[src/rtl/gpu_pkg.sv]
// gpu_pkg: shared VRAM widths, write-owner encoding and write record
package gpu_pkg;
  localparam int VRAM_AW = 16;
  localparam int VRAM_DW = 8;
  typedef enum logic [1:0] {IDLE = 2'd0, CLR = 2'd1, CPU = 2'd2} owner_t;
  typedef struct packed {
    logic [VRAM_AW-1:0] addr;
    logic [VRAM_DW-1:0] data;
  } vram_wr_t;
endpackage

[src/rtl/vram_wr_fifo.sv]
// vram_wr_fifo: DEPTH-entry circular buffer of pending CPU VRAM writes
// Ports: clk, rst (async, active-high); push/din enqueue; pop dequeues head;
// head is the oldest entry; count/full/empty report occupancy.
// The caller must not push when full nor pop when empty.
module vram_wr_fifo
  import gpu_pkg::*;
#(
  parameter int DEPTH = 8
) (
  input  logic                   clk,
  input  logic                   rst,
  input  logic                   push,
  input  logic                   pop,
  input  vram_wr_t               din,
  output vram_wr_t               head,
  output logic [$clog2(DEPTH):0] count,
  output logic                   full,
  output logic                   empty
);
  localparam int PW = $clog2(DEPTH);
  vram_wr_t mem [DEPTH];
  logic [PW-1:0] wp, rp;
  assign head  = mem[rp];
  assign full  = count == (PW+1)'(DEPTH);
  assign empty = count == '0;
  // Pointers wrap for free because DEPTH is a power of two.
  always_ff @(posedge clk or posedge rst)
    if (rst) begin
      wp    <= '0;
      rp    <= '0;
      count <= '0;
    end else begin
      if (push) wp <= wp + 1'b1;
      if (pop) rp <= rp + 1'b1;
      count <= count + (PW+1)'(push) - (PW+1)'(pop);
    end
  always_ff @(posedge clk)
    if (push) mem[wp] <= din;
endmodule

[src/rtl/vram_write_arbiter.sv]
// vram_write_arbiter: merges buffered CPU writes and clear-engine writes onto one VRAM write port
// Ports: clk, rst (async, active-high);
//   cpu_we/cpu_write_address/cpu_write_data in, cpu_full out (CPU side, buffered);
//   clr_req/clr_waddr/clr_wdata in, clr_grant out (clear engine, combinational grant);
//   vram_we/vram_write_address/vram_write_data out (registered VRAM port);
//   cpu_drop_cnt out (dropped CPU writes, live only with VRAM_ARB_DROP_STATS_EN).
// Build option: define VRAM_ARB_DROP_STATS_EN to enable the saturating drop counter.
module vram_write_arbiter
  import gpu_pkg::*;
#(
  parameter int FIFO_DEPTH   = 8,
  parameter int STARVE_LIMIT = 16
) (
  input  logic               clk,
  input  logic               rst,
  input  logic               cpu_we,
  input  logic [VRAM_AW-1:0] cpu_write_address,
  input  logic [VRAM_DW-1:0] cpu_write_data,
  output logic               cpu_full,
  input  logic               clr_req,
  input  logic [VRAM_AW-1:0] clr_waddr,
  input  logic [VRAM_DW-1:0] clr_wdata,
  output logic               clr_grant,
  output logic               vram_we,
  output logic [VRAM_AW-1:0] vram_write_address,
  output logic [VRAM_DW-1:0] vram_write_data,
  output logic [15:0]        cpu_drop_cnt
);
  localparam int CW = $clog2(FIFO_DEPTH) + 1;
  localparam int SW = $clog2(STARVE_LIMIT + 1);
  vram_wr_t head;
  logic [CW-1:0] count;
  logic full, empty, push, cpu_grant;
  logic [SW-1:0] starve_cnt;
  owner_t state;
  assign cpu_full  = count == CW'(FIFO_DEPTH);
  // A write arriving while full is lost even if the head leaves this cycle.
  assign push      = cpu_we && !full;
  assign clr_grant = !rst && clr_req && (empty || starve_cnt < SW'(STARVE_LIMIT));
  assign cpu_grant = !rst && !clr_grant && !empty;
  // The registered owner doubles as the write strobe: one cycle per grant.
  assign vram_we   = state != IDLE;
  vram_wr_fifo #(.DEPTH(FIFO_DEPTH)) u_fifo (
    .clk  (clk),
    .rst  (rst),
    .push (push),
    .pop  (cpu_grant),
    .din  ({cpu_write_address, cpu_write_data}),
    .head (head),
    .count(count),
    .full (full),
    .empty(empty)
  );
  always_ff @(posedge clk or posedge rst)
    if (rst) begin
      state              <= IDLE;
      vram_write_address <= '0;
      vram_write_data    <= '0;
      starve_cnt         <= '0;
    end else begin
      state <= clr_grant ? CLR : cpu_grant ? CPU : IDLE;
      if (clr_grant) begin
        vram_write_address <= clr_waddr;
        vram_write_data    <= clr_wdata;
      end else if (cpu_grant) begin
        vram_write_address <= head.addr;
        vram_write_data    <= head.data;
      end
      starve_cnt <= (empty || cpu_grant) ? '0 :
                    (clr_grant && starve_cnt != SW'(STARVE_LIMIT)) ? starve_cnt + 1'b1 : starve_cnt;
    end
`ifdef VRAM_ARB_DROP_STATS_EN
  always_ff @(posedge clk or posedge rst)
    if (rst) cpu_drop_cnt <= '0;
    else if (cpu_we && cpu_full && cpu_drop_cnt != 16'hFFFF) cpu_drop_cnt <= cpu_drop_cnt + 1'b1;
`else
  assign cpu_drop_cnt = '0;
`endif
endmodule
[config.mk]
export PLATFORM = sky130hd
export DESIGN_NAME = vram_write_arbiter
export DESIGN_NICKNAME = d
export VERILOG_FILES = /design/src/rtl/gpu_pkg.sv /design/src/rtl/vram_wr_fifo.sv /design/src/rtl/vram_write_arbiter.sv
export SDC_FILE = /design/constraint.sdc
export NUM_CORES = 1
export LEC_CHECK = 0
export ABC_AREA = 1
export BUFFER_PORTS_ARGS = -buffer_cell sky130_fd_sc_hd__clkbuf_2
export CORE_MARGIN = 3
export CORE_UTILIZATION = 43
export CTS_BUF_LIST = sky130_fd_sc_hd__clkbuf_4
export CTS_CLUSTER_DIAMETER = 60
export DETAILED_ROUTE_END_ITERATION = 6
export PLACE_DENSITY = 0.67
export SLEW_MARGIN = 40
export SYNTH_ARGS = -nofsm -noshare
export SYNTH_HDL_FRONTEND = slang
export SYNTH_SLANG_ARGS = --single-unit
[constraint.sdc]
create_clock -name clk -period 3.3 [get_ports clk]
set_input_delay 0.495 -clock clk [delete_from_list [all_inputs] [get_ports clk]]
set_output_delay 0.495 -clock clk [all_outputs]
set_load 0.05 [all_outputs]
Word level (Yosys, flattened, before mapping)
Memories as Yosys holds them, arrays and structs flattened.
Index checks and enable logic that the tools add are counted.
{"block": "totals", "reg_bits": 41, "n_memories": 1, "ramBits": 192}
{"block": "classes", "n_addsub": 5, "order_cmp": 1, "mux": 10, "reduce_logical": 16, "eq_ne": 2}
{"memory": "u_fifo.mem", "words": 8, "width": 24, "rd": 1, "rd_clocked_by_memory_dff": 0, "write_ports": 1, "line_no": "vram_wr_fifo.sv:21", "source": "vram_wr_t mem [DEPTH];"}
{"cell": "$mux 16", "n": 2}
{"cell": "$mux 8", "n": 2}
{"cell": "$mux 5", "n": 2}
{"cell": "$add 3x1->3 const B", "n": 2}
{"cell": "$logic_and 1x1->1", "n": 6}
{"cell": "$reduce_bool 2->1", "n": 3}
{"cell": "$add 5x1->5 const B", "n": 1}
{"cell": "$lt 5x5->1 const B", "n": 1}
{"cell": "$ne 5x5->1 const B", "n": 1}
{"cell": "$add 4x1->4", "n": 1}
{"cell": "$eq 4x4->1 const B", "n": 1}
{"cell": "$logic_not 1->1", "n": 4}
{"cell": "$logic_not 4->1", "n": 1}
{"cell": "$mux 2", "n": 2}
{"cell": "$sub 4x1->4", "n": 1}
{"cell": "$logic_or 1x1->1", "n": 2}
{"cell": "$mux 1", "n": 2}

Depth between registers and ports, before layout
{"block": "depth", "ltp_word": 8, "mapped_depth": 11, "mapped_depth_nobuf": 11}

Hierarchy
Synthesis repeated with hierarchy kept, for this count alone.
{"block": "hier_totals", "hier_cells": 1153, "hier_area_um2": 10779.1}
{"mod": "vram_wr_fifo", "area_each_um2": 8946.1, "instances": 1, "cells_each": 896}
{"mod": "vram_write_arbiter", "area_each_um2": 1833.0, "instances": 1, "cells_each": 257}

Least setup slack after synthesis
OpenSTA, ideal clock, no wires.
{"block": "synth_timing", "path_kind": "input-to-reg", "start": "input rst", "end": "register u_fifo.count[2]", "required_ns": 3.176, "path_slack_ns": 0.490, "arrival_time_ns": 2.686, "path_buffers": 0, "setup_ns": 0.124, "stages": 8, "cell_sequence": "inv_1 -> o211ai_4 -> inv_1 -> ha_1 -> inv_1 -> ha_1 -> fa_1 -> xor2_1"}
{"block": "synth_via", "elab_chain_cells": 7}
{"element": "from (decl)", "line_no": "vram_write_arbiter.sv:15", "source": "input logic rst,"}
{"element": "$logic_not 1->1 (no source line) (*)"}
{"element": "$logic_and 1x1->1 (2 in series)", "line_no": "vram_write_arbiter.sv:39", "source": "assign clr_grant = !rst && clr_req && (empty || starve_cnt < SW'(STARVE_LIMIT));"}
{"element": "$logic_not 1->1", "line_no": "vram_write_arbiter.sv:40", "source": "assign cpu_grant = !rst && !clr_grant && !empty;"}
{"element": "$logic_and 1x1->1 (*) (2 in series)", "line_no": "vram_write_arbiter.sv:40"}
{"element": "net cpu_grant", "line_no": "vram_write_arbiter.sv:33", "source": "logic full, empty, push, cpu_grant;"}
{"element": "$sub 4x1->4 (*)", "line_no": "vram_wr_fifo.sv:35", "source": "count <= count + (PW+1)'(push) - (PW+1)'(pop);"}
{"element": "to (signal assigned)", "line_no": "vram_wr_fifo.sv:35"}
{"element": "to (decl)", "line_no": "vram_wr_fifo.sv:16", "source": "output logic [$clog2(DEPTH):0] count,"}
The timed path passes the listed nets; every way through them passes the cells marked *.
A chain may end at the register's enable or synchronous reset.

Final worst setup path
{"block": "layout_timing", "start": "register u_fifo.count[2]", "end": "output clr_grant"}
{"block": "layout_via", "elab_chain_cells": 3}
{"element": "$logic_not 4->1", "line_no": "vram_wr_fifo.sv:25", "source": "assign empty = count == '0;"}
{"element": "$logic_or 1x1->1", "line_no": "vram_write_arbiter.sv:39"}
{"element": "$logic_and 1x1->1", "line_no": "vram_write_arbiter.sv:39"}
{"element": "to (decl)", "line_no": "vram_write_arbiter.sv:23", "source": "output logic clr_grant,"}
Every way passes these cells.

==> flow_summary.json <==
{
  "rr_startpoint": "u_fifo.count[2]",
  "p_int_mw": 5.95,
  "drt_iter0_drc": 783,
  "worst-path-buf-inv": 3,
  "crit_slowest_cell": "dfrtp_1",
  "htreeDepth": 2,
  "clkPwrFrac_pct": 23.4,
  "avgSynthCellArea_um2": 10.8,
  "period_needed_ps": 2940,
  "cts_tree": "yes",
  "worst_pin_slew_ps": 881,
  "hold_viol_final": 0,
  "gr-total-overflow": 0,
  "p_sw_mw": 4.03,
  "worstPathRequired_ps": 2800,
  "layout_common_cells": "265 x nand2_1, 192 x edfxtp_1, 107 x nand3_1, 89 x clkbuf_4, 78 x clkbuf_2",
  "area_growth_pct": 13.4,
  "die_w_um": 158,
  "via_count": 6894,
  "crit_path_end_kind": "output port",
  "grtUsageTotal_pct": 19.0,
  "p_total_mw": 9.98,
  "worstPathCellList": "inv_1 > ha_1 > nand3_4 > nand2_1 > nand2_2 > inv_1 > clkbuf_2",
  "combPwrFrac_pct": 35.9,
  "fin_ws_ps": 361,
  "arrival_ps": 2440,
  "boundaryPins": 95,
  "critPathMostFrequentCell": "inv_1",
  "rsz0062_at_grt": "false",
  "crit_cells": 7,
  "io_buffers": 78,
  "rows": 55,
  "clk_pin_slew_ps": 70,
  "grt_pass1_wl_um": 36200,
  "p_seq_share_pct": 40.7,
  "final_nets": 1096,
  "maxSlewHeadroom_pct": 40.9,
  "start_kind": "flip-flop",
  "setup_viol": 0,
  "via_per_inst": 5.04,
  "cts_hold_buf": 0,
  "maxCapViolCount": 0,
  "fmax_mhz": 340,
  "hold_class": "in -> async",
  "tns_ps": 0,
  "crit_type": "reg -> out",
  "dieHeight_um": 158,
  "worstSkewPairLatency_ps": 670,
  "ys_warn_count": 0,
  "r2r_end": "u_fifo.mem[7][7]",
  "sw_frac_of_total_pct": 40.4,
  "finalWirelength_um": 23600,
  "postCtsSetupRepairBufs": 0,
  "synth_seq_cells": 233,
  "antenna_found_initial": 1,
  "layout_commonest_cell": "nand2_1",
  "dieArea_um2": 25100,
  "drc_errors": 0,
  "slew_violations": 0,
  "pwr_density_cell_nw_per_um2": 883,
  "grt_pass1_vias": 6379,
  "cts_resized": 0,
  "skew_ps": 44.7,
  "initial_core_util_pct": 43.9,
  "post_drt_wl_per_cell_um": 17.3,
  "slowest_delay_ps": 370,
  "cts-root-buf": "clkbuf_4",
  "grt_start_max_net_pins": 75,
  "first_pass_iters": 5,
  "core_um2": 22700,
  "outcome": "finished clean",
  "reg2reg_depth": 8,
  "post-route-period-util_pct": 89.1,
  "cts_buffers": 57,
  "synth_cell_types": 30,
  "dpl_worst_slack_ps": 955,
  "netlist_instances": 926,
  "ant_nets": 0,
  "fin_util_pct": 49.8,
  "gp_congestion": 0.832,
  "worst-r2r-setup-slack_ps": 900,
  "p_leak_nw": 4.82,
  "clockBufferDepth": 3,
  "irDropWorstVdd_mv": 0.398,
  "cts.sinks": 233,
  "crit_path_max_fanout": 27,
  "syn-cell-area_um2": 9970,
  "layout-drive-gt1-share_pct": 19.5,
  "synth.yosys.seq_area_share_pct": 68.1,
  "dpl.hpwl_um": 14700,
  "cp_top_family": "buffers and inverters"
}
## cell type report
class | instances | area [µm²]
antenna | 1 | 2.50
clock buffer | 89 | 668
clock inverter | 19 | 75.1
fill | 2027 | 11400
inverter | 76 | 285
multi-input combinational | 570 | 2590
sequential | 233 | 6790
tap | 285 | 357
timing repair buffer | 95 | 531
## stage by stage
step                      area, µm²  hold slack [ps]  instances
final                         11300             49.6       1368
after global routing          11300             22.3       1368
after CTS                     11300             3.45       1367
after detailed placement      10600              511       1259
after global placement        10600              508       1259
after floorplan               10000              492        941
## power groups by stage
stage	registers (mW)	logic [mW]	clock network [mW]
after floorplan	4.52	2.17	0
after global placement	4.11	3.53	0
after detailed placement	4.12	3.56	0
after CTS	4.06	3.57	2.41
after global routing	4.12	3.96	2.57
final	4.06	3.59	2.33
## cell families (layout without fill, tap and decap cells)
| logic type | count (synthesis) | count (layout) | share of synthesized area (%) |
|---|---|---|---|
| AND/OR/NAND/NOR | 459 | 459 | 19.0 |
| flip-flops | 233 | 233 | 68.1 |
| buffers and inverters | 138 | 279 | 6.66 |
| AO/OA/AOI/OAI | 76 | 76 | 4.06 |
| adder cells (fa/ha/maj) | 11 | 11 | 1.46 |
| XOR/XNOR | 8 | 8 | 0.702 |
| other | 1 | 17 | 0.0376 |
## cell usage after synthesis
library cell,n,area [µm²]
a21oi_2,1,8.76
buf_2,26,130
nand3_1,107,536
clkinv_1,1,3.75
o211ai_1,1,7.51
inv_1,72,270
buf_6,5,56.3
a21oi_1,24,120
nand2_2,2,12.5
clkbuf_1,6,22.5
xor2_1,7,61.3
conb_1,1,3.75
or2_2,3,18.8
ha_1,10,125
nor2_1,78,293
nand3b_1,2,15.0
o21ai_0,48,240
buf_1,4,15.0
o211ai_4,1,21.3
clkbuf_2,1,5.00
edfxtp_1,192,5770
inv_2,3,11.3
nand2_1,265,995
nor3b_1,1,7.51
nand3_4,1,17.5
buf_4,20,150
fa_1,1,20.0
a21boi_1,1,7.51
xnor2_1,1,8.76
dfrtp_1,41,1030
## flip-flops by register name (all words and copies together), names as in the netlist
register / flops
starve_cnt: 5
state: 2
u_fifo.count: 4
u_fifo.mem: 192
u_fifo.rp: 3
u_fifo.wp: 3
vram_write_address: 16
vram_write_data: 8
## per-layer routing
| layer | routed length [µm] | global-route usage [%] | share of wire (%) | vias to the layer above |
|---|---|---|---|---|
| met5 | 0 | 0 | 0 | - |
| met4 | 359 | 5.69 | 1.5 | 0 |
| met3 | 2590 | 5.19 | 11 | 31 |
| met2 | 10200 | 26.8 | 43 | 352 |
| met1 | 10400 | 28.8 | 44 | 3203 |
| li1 | - | - | - | 3308 |
## worst register-to-register path, stage by stage, from the launching register on
cell and delay (ps):
dfrtp_1 330, inv_1 70, ha_1 190, nand3_1 130
nand2_1 100, inv_1 150, nand2_1 190, nor2_2 520
buf_4 370
## how the worst max path moves through the flow
stage | from | endpoint | slack [ps]
after CTS | u_fifo.count[2] | clr_grant | 310
after floorplan | rst | u_fifo.count[2] | 490
final | u_fifo.count[2] | clr_grant | 360
after global routing | u_fifo.count[2] | clr_grant | 140
after detailed placement | u_fifo.count[2] | u_fifo.mem[7][18] | 960
after global placement | u_fifo.count[2] | u_fifo.mem[7][18] | 1010
Power figures use the tool's default switching activity.
